==> config.mk <==
export PLATFORM = sky130hd
export DESIGN_NAME = sync_fifo
export DESIGN_NICKNAME = d
export VERILOG_FILES = /design/src/rtl/sync_fifo_pkg.sv /design/src/rtl/sync_fifo_ram.sv /design/src/rtl/sync_fifo.sv
export SDC_FILE = /design/constraint.sdc
export NUM_CORES = 1
export LEC_CHECK = 0
export ABC_AREA = 1
export CORE_MARGIN = 3
export CORE_UTILIZATION = 55
export DETAILED_ROUTE_END_ITERATION = 10
export DONT_BUFFER_PORTS = 1
export GPL_ROUTABILITY_DRIVEN = 0
export PLACE_DENSITY_LB_ADDON = 0.3
export SLEW_MARGIN = 40
export SYNTH_ARGS = -nofsm -noshare
export SYNTH_HDL_FRONTEND = slang
export SYNTH_SLANG_ARGS = --single-unit
==> constraint.sdc <==
create_clock -name clk -period 2.7 [get_ports clk]
set_input_delay 0.81 -clock clk [delete_from_list [all_inputs] [get_ports clk]]
set_output_delay 0.81 -clock clk [all_outputs]
set_load 0.005 [all_outputs]
==> src/rtl/sync_fifo_pkg.sv <==
// Shared sizing constants for the single-clock FIFO and its storage array.
package sync_fifo_pkg;
    localparam int FIFO_DATA_WIDTH = 16;
    localparam int FIFO_ADDR_WIDTH = 4;
    localparam int FIFO_DEPTH      = 2 ** FIFO_ADDR_WIDTH;
endpackage

==> src/rtl/sync_fifo_ram.sv <==
// Simple dual-port storage: synchronous write, registered read with read enable.
module sync_fifo_ram
    import sync_fifo_pkg::*;
#(
    parameter int DATA_WIDTH = FIFO_DATA_WIDTH,
    parameter int ADDR_WIDTH = FIFO_ADDR_WIDTH
) (
    input  logic                  clk,
    input  logic                  rst_n,
    input  logic                  wr_en_i,
    input  logic [ADDR_WIDTH-1:0] wr_addr_i,
    input  logic [DATA_WIDTH-1:0] wr_data_i,
    input  logic                  rd_en_i,
    input  logic [ADDR_WIDTH-1:0] rd_addr_i,
    output logic [DATA_WIDTH-1:0] rd_data_o
);
    localparam int DEPTH = 2 ** ADDR_WIDTH;

    // Array contents are deliberately left unreset; only the output register clears.
    logic [DATA_WIDTH-1:0] mem_q [DEPTH];
    logic [DATA_WIDTH-1:0] rd_data_q;

    always_ff @(posedge clk) begin
        if (wr_en_i) begin
            mem_q[wr_addr_i] <= wr_data_i;
        end
    end

    always_ff @(posedge clk) begin
        if (!rst_n) begin
            rd_data_q <= '0;
        end else if (rd_en_i) begin
            rd_data_q <= mem_q[rd_addr_i];
        end
    end

    assign rd_data_o = rd_data_q;
endmodule

==> src/rtl/sync_fifo.sv <==
// Single-clock FIFO: extended-pointer full/empty flags, registered read data,
// and one-cycle error pulses for writes while full and reads while empty.
module sync_fifo
    import sync_fifo_pkg::*;
#(
    parameter int DATA_WIDTH = FIFO_DATA_WIDTH,
    parameter int ADDR_WIDTH = FIFO_ADDR_WIDTH
) (
    input  logic                  clk,
    input  logic                  rst_n,
    input  logic                  fifo_wr_en,
    input  logic [DATA_WIDTH-1:0] fifo_wr_data,
    output logic                  fifo_full,
    input  logic                  fifo_rd_en,
    output logic [DATA_WIDTH-1:0] fifo_rd_data,
    output logic                  fifo_empty,
    output logic                  fifo_wr_err,
    output logic                  fifo_rd_err
);
    // Handshake: a write is taken on a rising edge when fifo_wr_en is high and
    // fifo_full is low (fifo_full acts as not-ready); a read is taken when
    // fifo_rd_en is high and fifo_empty is low, with data on fifo_rd_data the
    // following cycle. Both flags reflect state before the edge, so there is
    // no fall-through and no write into a slot freed in the same cycle.

    logic [ADDR_WIDTH:0] wr_ptr_q, wr_ptr_d;
    logic [ADDR_WIDTH:0] rd_ptr_q, rd_ptr_d;
    logic                wr_err_q, wr_err_d;
    logic                rd_err_q, rd_err_d;
    logic                wr_accept;
    logic                rd_accept;

    assign fifo_empty = (wr_ptr_q == rd_ptr_q);
    assign fifo_full  = (wr_ptr_q[ADDR_WIDTH-1:0] == rd_ptr_q[ADDR_WIDTH-1:0]) &&
                        (wr_ptr_q[ADDR_WIDTH] != rd_ptr_q[ADDR_WIDTH]);

    assign wr_accept = fifo_wr_en && !fifo_full;
    assign rd_accept = fifo_rd_en && !fifo_empty;

    always_comb begin
        wr_ptr_d = wr_ptr_q;
        rd_ptr_d = rd_ptr_q;
        wr_err_d = fifo_wr_en && fifo_full;
        rd_err_d = fifo_rd_en && fifo_empty;
        if (wr_accept) begin
            wr_ptr_d = wr_ptr_q + 1'b1;
        end
        if (rd_accept) begin
            rd_ptr_d = rd_ptr_q + 1'b1;
        end
    end

    always_ff @(posedge clk) begin
        if (!rst_n) begin
            wr_ptr_q <= '0;
            rd_ptr_q <= '0;
            wr_err_q <= 1'b0;
            rd_err_q <= 1'b0;
        end else begin
            wr_ptr_q <= wr_ptr_d;
            rd_ptr_q <= rd_ptr_d;
            wr_err_q <= wr_err_d;
            rd_err_q <= rd_err_d;
        end
    end

    assign fifo_wr_err = wr_err_q;
    assign fifo_rd_err = rd_err_q;

    sync_fifo_ram #(
        .DATA_WIDTH (DATA_WIDTH),
        .ADDR_WIDTH (ADDR_WIDTH)
    ) u_ram (
        .clk       (clk),
        .rst_n     (rst_n),
        .wr_en_i   (wr_accept),
        .wr_addr_i (wr_ptr_q[ADDR_WIDTH-1:0]),
        .wr_data_i (fifo_wr_data),
        .rd_en_i   (rd_accept),
        .rd_addr_i (rd_ptr_q[ADDR_WIDTH-1:0]),
        .rd_data_o (fifo_rd_data)
    );
endmodule

== Word level (Yosys, flattened, before mapping) ==
Memory sizes are Yosys's and may differ from the RTL's. A register that Yosys moved wholly into a read port is not among the register bits.
Index checks and enable logic that the tools add are counted.
W data, S select, Z words.

* Bits in registers: 12
* Memories: 1
* Bits in writable memories: 256
* Output and inout port bits: 20
* Logic and storage cells: 20

{| class="wikitable"
|+ Memory list
! memory !! words !! bits a word !! read ports !! clocked after memory_dff !! wr ports !! line !! source
|-
| u_ram.mem_q || 16 || 16 || 1 || 1 || 1 || sync_fifo_ram.sv:20 || <nowiki>logic [DATA_WIDTH-1:0] mem_q [DEPTH];</nowiki>
|}

* Equality and inequality tests: 3
* Reduce and logical (&&, ||, !) cells: 8
* Add/subtract/negate cells: 2
* Mux-type cells: 2

{| class="wikitable"
|+ Operators with widths
! operator !! number
|-
| $add A5 B1 Y5 const B || 2
|-
| $eq A5 B5 Y1 || 1
|-
| $logic_and A1 B1 Y1 || 5
|-
| $eq A4 B4 Y1 || 1
|-
| $logic_not A1 Y1 || 3
|-
| $mux W1 || 2
|-
| $ne A1 B1 Y1 || 1
|}

== Depth between registers and ports, before layout ==
Gate-level depths: netlist of the first run.

* Depth in word-level cells: 6
* Depth in mapped cells: 14

== Hierarchy ==
From an unflattened synthesis of the first run, not the netlist that was laid out.

* Cell total of the unflattened synthesis: 1064
* Area total of the unflattened synthesis: 11758.8 um2

{| class="wikitable"
|+ Modules (own cells, without submodules)
! module !! cells each !! area each (um2) !! times used
|-
| sync_fifo_ram || 953 || 11038.1 || 1
|-
| sync_fifo || 111 || 720.7 || 1
|}

== Worst setup path before layout of the first run ==
Ideal clock, no wire load.

* Kind: register to register
* From: reg rd_ptr_q[0]
* To: mem u_ram.mem_q[0][0] in the netlist's numbering (enable)
* Arrival time: 1.876 ns
* Path buffers: 2
* Stages on the path, launching flop included: 12
* Clock period less this slack: 2.264 ns
* Setup slack: 0.436 ns
* Library setup time: 0.388 ns
* Cell sequence: dfxtp_1 -> buf_6 -> inv_2 -> buf_6 -> nand2_2 -> nand2_2 -> nor2_4 -> nand3_2 -> nand2_2 -> inv_2 -> nand2_1 -> nor2_1

* Longest elaborated chain between the ends: 6

{| class="wikitable"
|+ Ends and longest elaborated chain
! element !! line !! source
|-
| from (decl) || sync_fifo.sv:27 || <nowiki>logic [ADDR_WIDTH:0] rd_ptr_q, rd_ptr_d;</nowiki>
|-
| from (signal assigned) || sync_fifo.sv:61 || <nowiki>rd_ptr_q <= rd_ptr_d;</nowiki>
|-
| $eq A4 B4 Y1 || sync_fifo.sv:34 || <nowiki>assign fifo_full = (wr_ptr_q[ADDR_WIDTH-1:0] == rd_ptr_q[ADDR_WIDTH-1:0]) &&</nowiki>
|-
| $logic_and A1 B1 Y1 || sync_fifo.sv:34 ||
|-
| $logic_not A1 Y1 || sync_fifo.sv:37 || <nowiki>assign wr_accept = fifo_wr_en && !fifo_full;</nowiki>
|-
| $logic_and A1 B1 Y1 || sync_fifo.sv:37 ||
|-
| $mux W1 || sync_fifo_ram.sv:24 || <nowiki>if (wr_en_i) begin</nowiki>
|-
| $mux W1 (implied by the code) || sync_fifo_ram.sv:25 || <nowiki>mem_q[wr_addr_i] <= wr_data_i;</nowiki>
|-
| to (decl) || sync_fifo_ram.sv:20 ||
|}

Every way passes these cells.

== Final worst setup path of the first run ==
* From: reg wr_ptr_q[3]
* To: out fifo_full

* Longest elaborated chain between the ends: 2

{| class="wikitable"
|+ Ends and longest elaborated chain
! element !! line !! source
|-
| from (decl) || sync_fifo.sv:26 || <nowiki>logic [ADDR_WIDTH:0] wr_ptr_q, wr_ptr_d;</nowiki>
|-
| from (signal assigned) || sync_fifo.sv:60 || <nowiki>wr_ptr_q <= wr_ptr_d;</nowiki>
|-
| $eq A4 B4 Y1 || sync_fifo.sv:34 ||
|-
| $logic_and A1 B1 Y1 || sync_fifo.sv:34 ||
|-
| to (decl) || sync_fifo.sv:13 || <nowiki>output logic fifo_full,</nowiki>
|}

Every way passes these cells.

==> reports/metrics.cfg, run 1 <==
[route]
wirelength_mm = 28.4
wl_per_cell_um = 19.0
drc_errors = 0
drt_iter0_drc = 927
vias = 8159
postRouteAntennaNets = 0
viasPerCell = 5.46
firstDrtPassIters = 7

[clocking]
cts_buffers = 29
cts_sinks = 284
clock_latency_ps = 540
htree_levels = 1
clockRootBuffer = clkbuf_16
cts_tree = yes
clk_pin_slew_ps = 60
ctsHoldBuffers = 0
clockBufferDepth = 3

[hold_path]
holdCritStartpoint = fifo_wr_data[0]
hold_path.class = input pin to register
hold_depth = 0
min_to = u_ram.mem_q[6][0]

[synthesis]
ys_types = 25
synthTopCellsByArea = edfxtp_1 (63%), nand2_1 (8.2%), nor2_1 (5.3%), inv_1 (5.2%), nand3_1 (5.0%)
syn_avg_cell_area_um2 = 10.2
ys_warn_count = 0
syn_inst = 1186
synth.top_cell.area_share_pct = 63.5
ys_seq_area_share_pct = 68.1
synth_area_mm2 = 0.0121
synth_top_area_cell = edfxtp_1
synthesis.nets = 1211
ys_ff_latch = 284

[sta]
min_period_ps = 2540
fin_setup_tns_ps = 0
relSlewSlack_pct = 43.9
finClkSkew_ps = 13.0
finalHoldViolCount = 0
worstMarginPinSlew_ps = 842
setup_viol = 0
max_freq_mhz = 394
slew_viol_final = 0
rsz0062_at_grt = false
fin_crit_sh_pct = 94.1

[critical_path]
rr_startpoint = wr_ptr_q[3]
setup.worst_path.class = register to primary output
crit_fanout = 7
crit_required_ps = 1890
reg2regPathDepth = 10
crit_path_start_kind = register
reg2reg_to = u_ram.mem_q[8][7]
cpPeakStageDelay_ps = 490
path_common_cell = nand2_1
cp.arrival_ps = 1730
slowest_stage = dfxtp_1
crit_family = flip-flops
path_buf_inv = 2
crit_path_end_kind = primary output
worstPathCellList = inv_2, nand2_1, nand2_1, nor2_2, nand3_2, inv_1
reg2reg_slack_ps = 540

[die]
fp.dieW_um = 154
fp-row-count = 53
dieArea_mm2 = 0.0238
core_area_mm2 = 0.0214
start_util_pct = 56.7
ios = 40
die_h_um = 154

[grt]
gr-max-usage-layer = met2
grt_max_degree = 96
grt_use_met1_pct = 35.0
overflow = 0
grt_util_met2_pct = 39.5
track_usage_pct = 24.0
grt_antenna_before_repair = 0
grt_pass1_wl_mm = 44.6
use_met3_pct = 2.88
grt_pass1_vias = 7976

[layout]
layout-drive-gt1-share_pct = 9.60
final_nets = 1222
nFillCells = 1654
multi_input_area_mm2 = 0.00296
diodes = 0
areaGrowthSynthToFinish_pct = 11.3
seq_area_mm2 = 0.00825

[run_status]
status = complete, no violations

[placed_design]
port_buffers = 0
dp_hpwl_mm = 16.7

[power]
ir_drop_uv = 479
cellLeakagePower_nw = 5.54
p_total_mw = 9.99
power.density_mw_per_mm2 = 741

[run]
drv_cap = 0

## registers in the layout (all words and copies together) (netlist names)
| signal | cells |
|---|---|
| rd_ptr_q | 5 |
| fifo_rd_err | 1 |
| u_ram.mem_q | 256 |
| fifo_wr_err | 1 |
| wr_ptr_q | 5 |
| u_ram.rd_data_o | 16 |
## report_power, final
part           internal (mW)  total [mW]  switching, mW  leakage, nW
Sequential              4.89        4.96         0.0724         2.54
Clock                   2.37        3.96           1.59        0.458
Combinational          0.332        1.07          0.737         2.54
## metal layers
layer | vias to the layer above | wire length [um]
met1 | 3896 | 12100
met2 | 352 | 13600
met5 | - | 0
met4 | 0 | 560
met3 | 49 | 2090
li1 | 3862 | -
## final cells by class
type,count,area share [%]
sequential,284,61.2
multi-input combinational,671,22.0
timing repair buffer,36,2.34
tap,275,2.55
inverter,175,4.88
clock buffer,42,6.04
clock inverter,11,1.01
## cells in the final DEF, fill, tap and decap left out, types with 7 or more instances in the layout
cell,n
inv_1,168
dfxtp_1,25
edfxtp_1,256
nor2_2,17
buf_4,31
nand2_1,265
clkbuf_16,29
nor2_1,155
nand2_2,7
clkbuf_1,9
nand3_1,122
o21ai_0,66
a21oi_1,19
## Yosys cell counts (all sizes together)
cell	count
a21oi	22
buf	38
clkbuf	18
clkinv	1
dfxtp	28
edfxtp	256
ha	5
inv	174
nand2	272
nand3	124
nor2	173
o21ai	68
xnor2	2
xor2	5
## kinds of logic after synthesis
logic type               Yosys count  synth area share (%)
AO/OA/AOI/OAI                     90                  3.81
adder cells (fa/ha/maj)            5                 0.516
flip-flops                       284                  68.1
XOR/XNOR                           7                 0.506
AND/OR/NAND/NOR                  569                  19.3
buffers and inverters            231                  7.80
## worst max path at each step
stage	depth (start not counted)	endpoint	start	slack, ps
after floorplan	11	u_ram.mem_q[0][0]	rd_ptr_q[0]	440
after detailed placement	10	u_ram.mem_q[8][5]	rd_ptr_q[0]	510
after global placement	10	u_ram.mem_q[4][5]	rd_ptr_q[0]	590
after global routing	6	fifo_full	wr_ptr_q[3]	30
after CTS	6	fifo_full	rd_ptr_q[0]	80
final	6	fifo_full	wr_ptr_q[3]	160
## repair_timing
action                                  in CTS  in global routing
endpoints found under the setup margin       0                  1
setup buffers                                0                  1
resized for setup                            0                  1
## metrics by stage
| stage | instances | cell area, um^2 | util, % | worst slack (ps) | hold WS (ps) |
|---|---|---|---|---|---|
| after floorplan | 1186 | 12100 | - | 436 | 477 |
| after detailed placement | 1440 | 12500 | 58.6 | 514 | 502 |
| after CTS | 1493 | 13500 | 63.1 | 79.0 | 352 |
| after global placement | 1440 | 12500 | 58.6 | 589 | 503 |
| after global routing | 1494 | 13500 | 63.1 | 27.5 | 350 |
| final | 1494 | 13500 | 63.1 | 161 | 365 |
Power figures use the tool's default switching activity.
==> run 2: changes to the inputs <==
--- a/config.mk
+++ b/config.mk
@@ -8,6 +8,7 @@
 export ABC_AREA = 1
 export CORE_MARGIN = 3
 export CORE_UTILIZATION = 55
+export CTS_CLUSTER_DIAMETER = 50
 export DETAILED_ROUTE_END_ITERATION = 10
 export DONT_BUFFER_PORTS = 1
 export GPL_ROUTABILITY_DRIVEN = 0
==> run 2 against run 1 <==
Final cell count grew 0.27%; critical path depth unchanged; highest routed layer unchanged; sequential power barely moved.
==> reports/metrics.cfg, run 2 (synthesis gave the netlist of run 1 again) <==
[power]
ir_drop_uv = 463
power.density_mw_per_mm2 = 742
cellLeakagePower_nw = 5.55

[critical_path]
setup.worst_path.class = register to primary output
cp-startpoint = wr_ptr_q[3]
crit_path_start_kind = register
crit_fanout = 7
crit_required_ps = 1890
rr_startpoint = wr_ptr_q[3]
cp.arrival_ps = 1740
crit_path_end_kind = primary output

[clocking]
cts_sinks = 284
clk_pin_slew_ps = 60
cts_buffers = 31
clockRootBuffer = clkbuf_16
clockBufferDepth = 3
ctsHoldBuffers = 0
clock_latency_ps = 550
htree_levels = 1
cts_tree = yes

[layout]
largest_reg_flops = 256
final_nets = 1225
mostFrequentLayoutCell = nand2_1
layout-drive-gt1-share_pct = 9.81
top_register = u_ram.mem_q
diodes = 0
mostFrequentLayoutCells = nand2_1 (265), edfxtp_1 (256), inv_1 (168), nor2_1 (155), nand3_1 (122)
areaGrowthSynthToFinish_pct = 11.5
layoutNonFillerInstCount = 1498

[grt]
grt_antenna_before_repair = 0
grt_pass1_vias = 7962
grt_pass1_wl_mm = 44.7
track_usage_pct = 24.1
grt_max_degree = 96
overflow = 0

[die]
fp-row-count = 53
ios = 40
die_h_um = 154
dieArea_mm2 = 0.0238
start_util_pct = 56.7
core_area_mm2 = 0.0214
fp.dieW_um = 154

[sta]
min_period_ps = 2550
fin_crit_sh_pct = 94.4
whs_ps = 351
fin_setup_tns_ps = 0
rsz0062_at_grt = false
worstMarginPinSlew_ps = 826
relSlewSlack_pct = 45.0
setup_viol = 0
max_freq_mhz = 392
finalHoldViolCount = 0
slew_viol_final = 0
finClkSkew_ps = 10.8

[route]
wirelength_mm = 28.5
drt_iter0_drc = 968
viasPerCell = 5.41
firstDrtPassIters = 5
postRouteAntennaNets = 0
drc_errors = 0
wl_per_cell_um = 19.0
vias = 8098

[placed_design]
port_buffers = 0
dp_hpwl_mm = 16.7
dp_cells = 1440

[hold_path]
holdCritStartpoint = fifo_wr_data[1]
hold_path.class = input pin to register

[run]
drv_cap = 0

[run_status]
status = complete, no violations

## run 2: per-layer routing
layer  part of all wire [%]  wire (um)  track usage (%)
met3                    7.8       2220             3.30
met5                      0          0                0
met4                    2.1        601             6.18
met2                     48      13700             39.4
met1                     42      12000             34.7
## run 2: final cells by class
| type | count | area, um^2 |
|---|---|---|
| clock buffers | 37 | 798 |
| clock inverters | 19 | 160 |
| fillers | 1641 | 7850 |
| inverters | 175 | 658 |
| multi-input cells | 671 | 2960 |
| flip-flops and latches | 284 | 8250 |
| well taps | 275 | 344 |
| repair buffers | 37 | 332 |
## run 2: final timing paths
check | cells after the start | slack (ps) | end
worst max-delay path | 6 | 150 | fifo_full
worst min-delay path | 0 | 350 | u_ram.mem_q[0][1]
worst max register to register | 10 | 560 | u_ram.mem_q[8][7]
worst min register to register | 2 | 510 | rd_ptr_q[4]
## run 2: power by group
part           switching, mW  leakage (nW)  internal (mW)
sequential            0.0716          2.54           4.89
clock                   1.69         0.460           2.30
combinational          0.738          2.55          0.340
total                   2.50          5.55           7.52
## run 2: what timing repair did
action | 4_1_cts | 5_1_grt
buffers inserted | 0 | 1
endpoints found under the hold margin | 0 | 0
setup endpoints to repair | 0 | 2
gates resized for setup | 0 | 1
## run 2: stage by stage
step	utilization (%)	setup WS, ps	instance area (um^2)	total power, mW
2_1_floorplan	-	436	12100	5.82
3_3_place_gp	58.6	589	12500	6.08
3_5_place_dp	58.6	514	12500	6.10
4_1_cts	63.1	50.5	13500	10.0
5_1_grt	63.3	8.51	13500	10.4
6_report	63.3	151	13500	10.0
## run 2: critical path: stages (launching register included)
cell and delay (ps):
dfxtp_1 490, inv_2 110, nand2_1 70, nand2_1 60, nor2_2 170, nand3_2 170
inv_1 110
==> run 3: changes to the inputs <==
--- a/config.mk
+++ b/config.mk
@@ -13,6 +13,7 @@
 export DONT_BUFFER_PORTS = 1
 export GPL_ROUTABILITY_DRIVEN = 0
 export PLACE_DENSITY_LB_ADDON = 0.3
+export SKIP_LAST_GASP = 1
 export SLEW_MARGIN = 40
 export SYNTH_ARGS = -nofsm -noshare
 export SYNTH_HDL_FRONTEND = slang
==> results of run 3 <==
No change in the layout: final DEF, timing and power equal those of run 2.
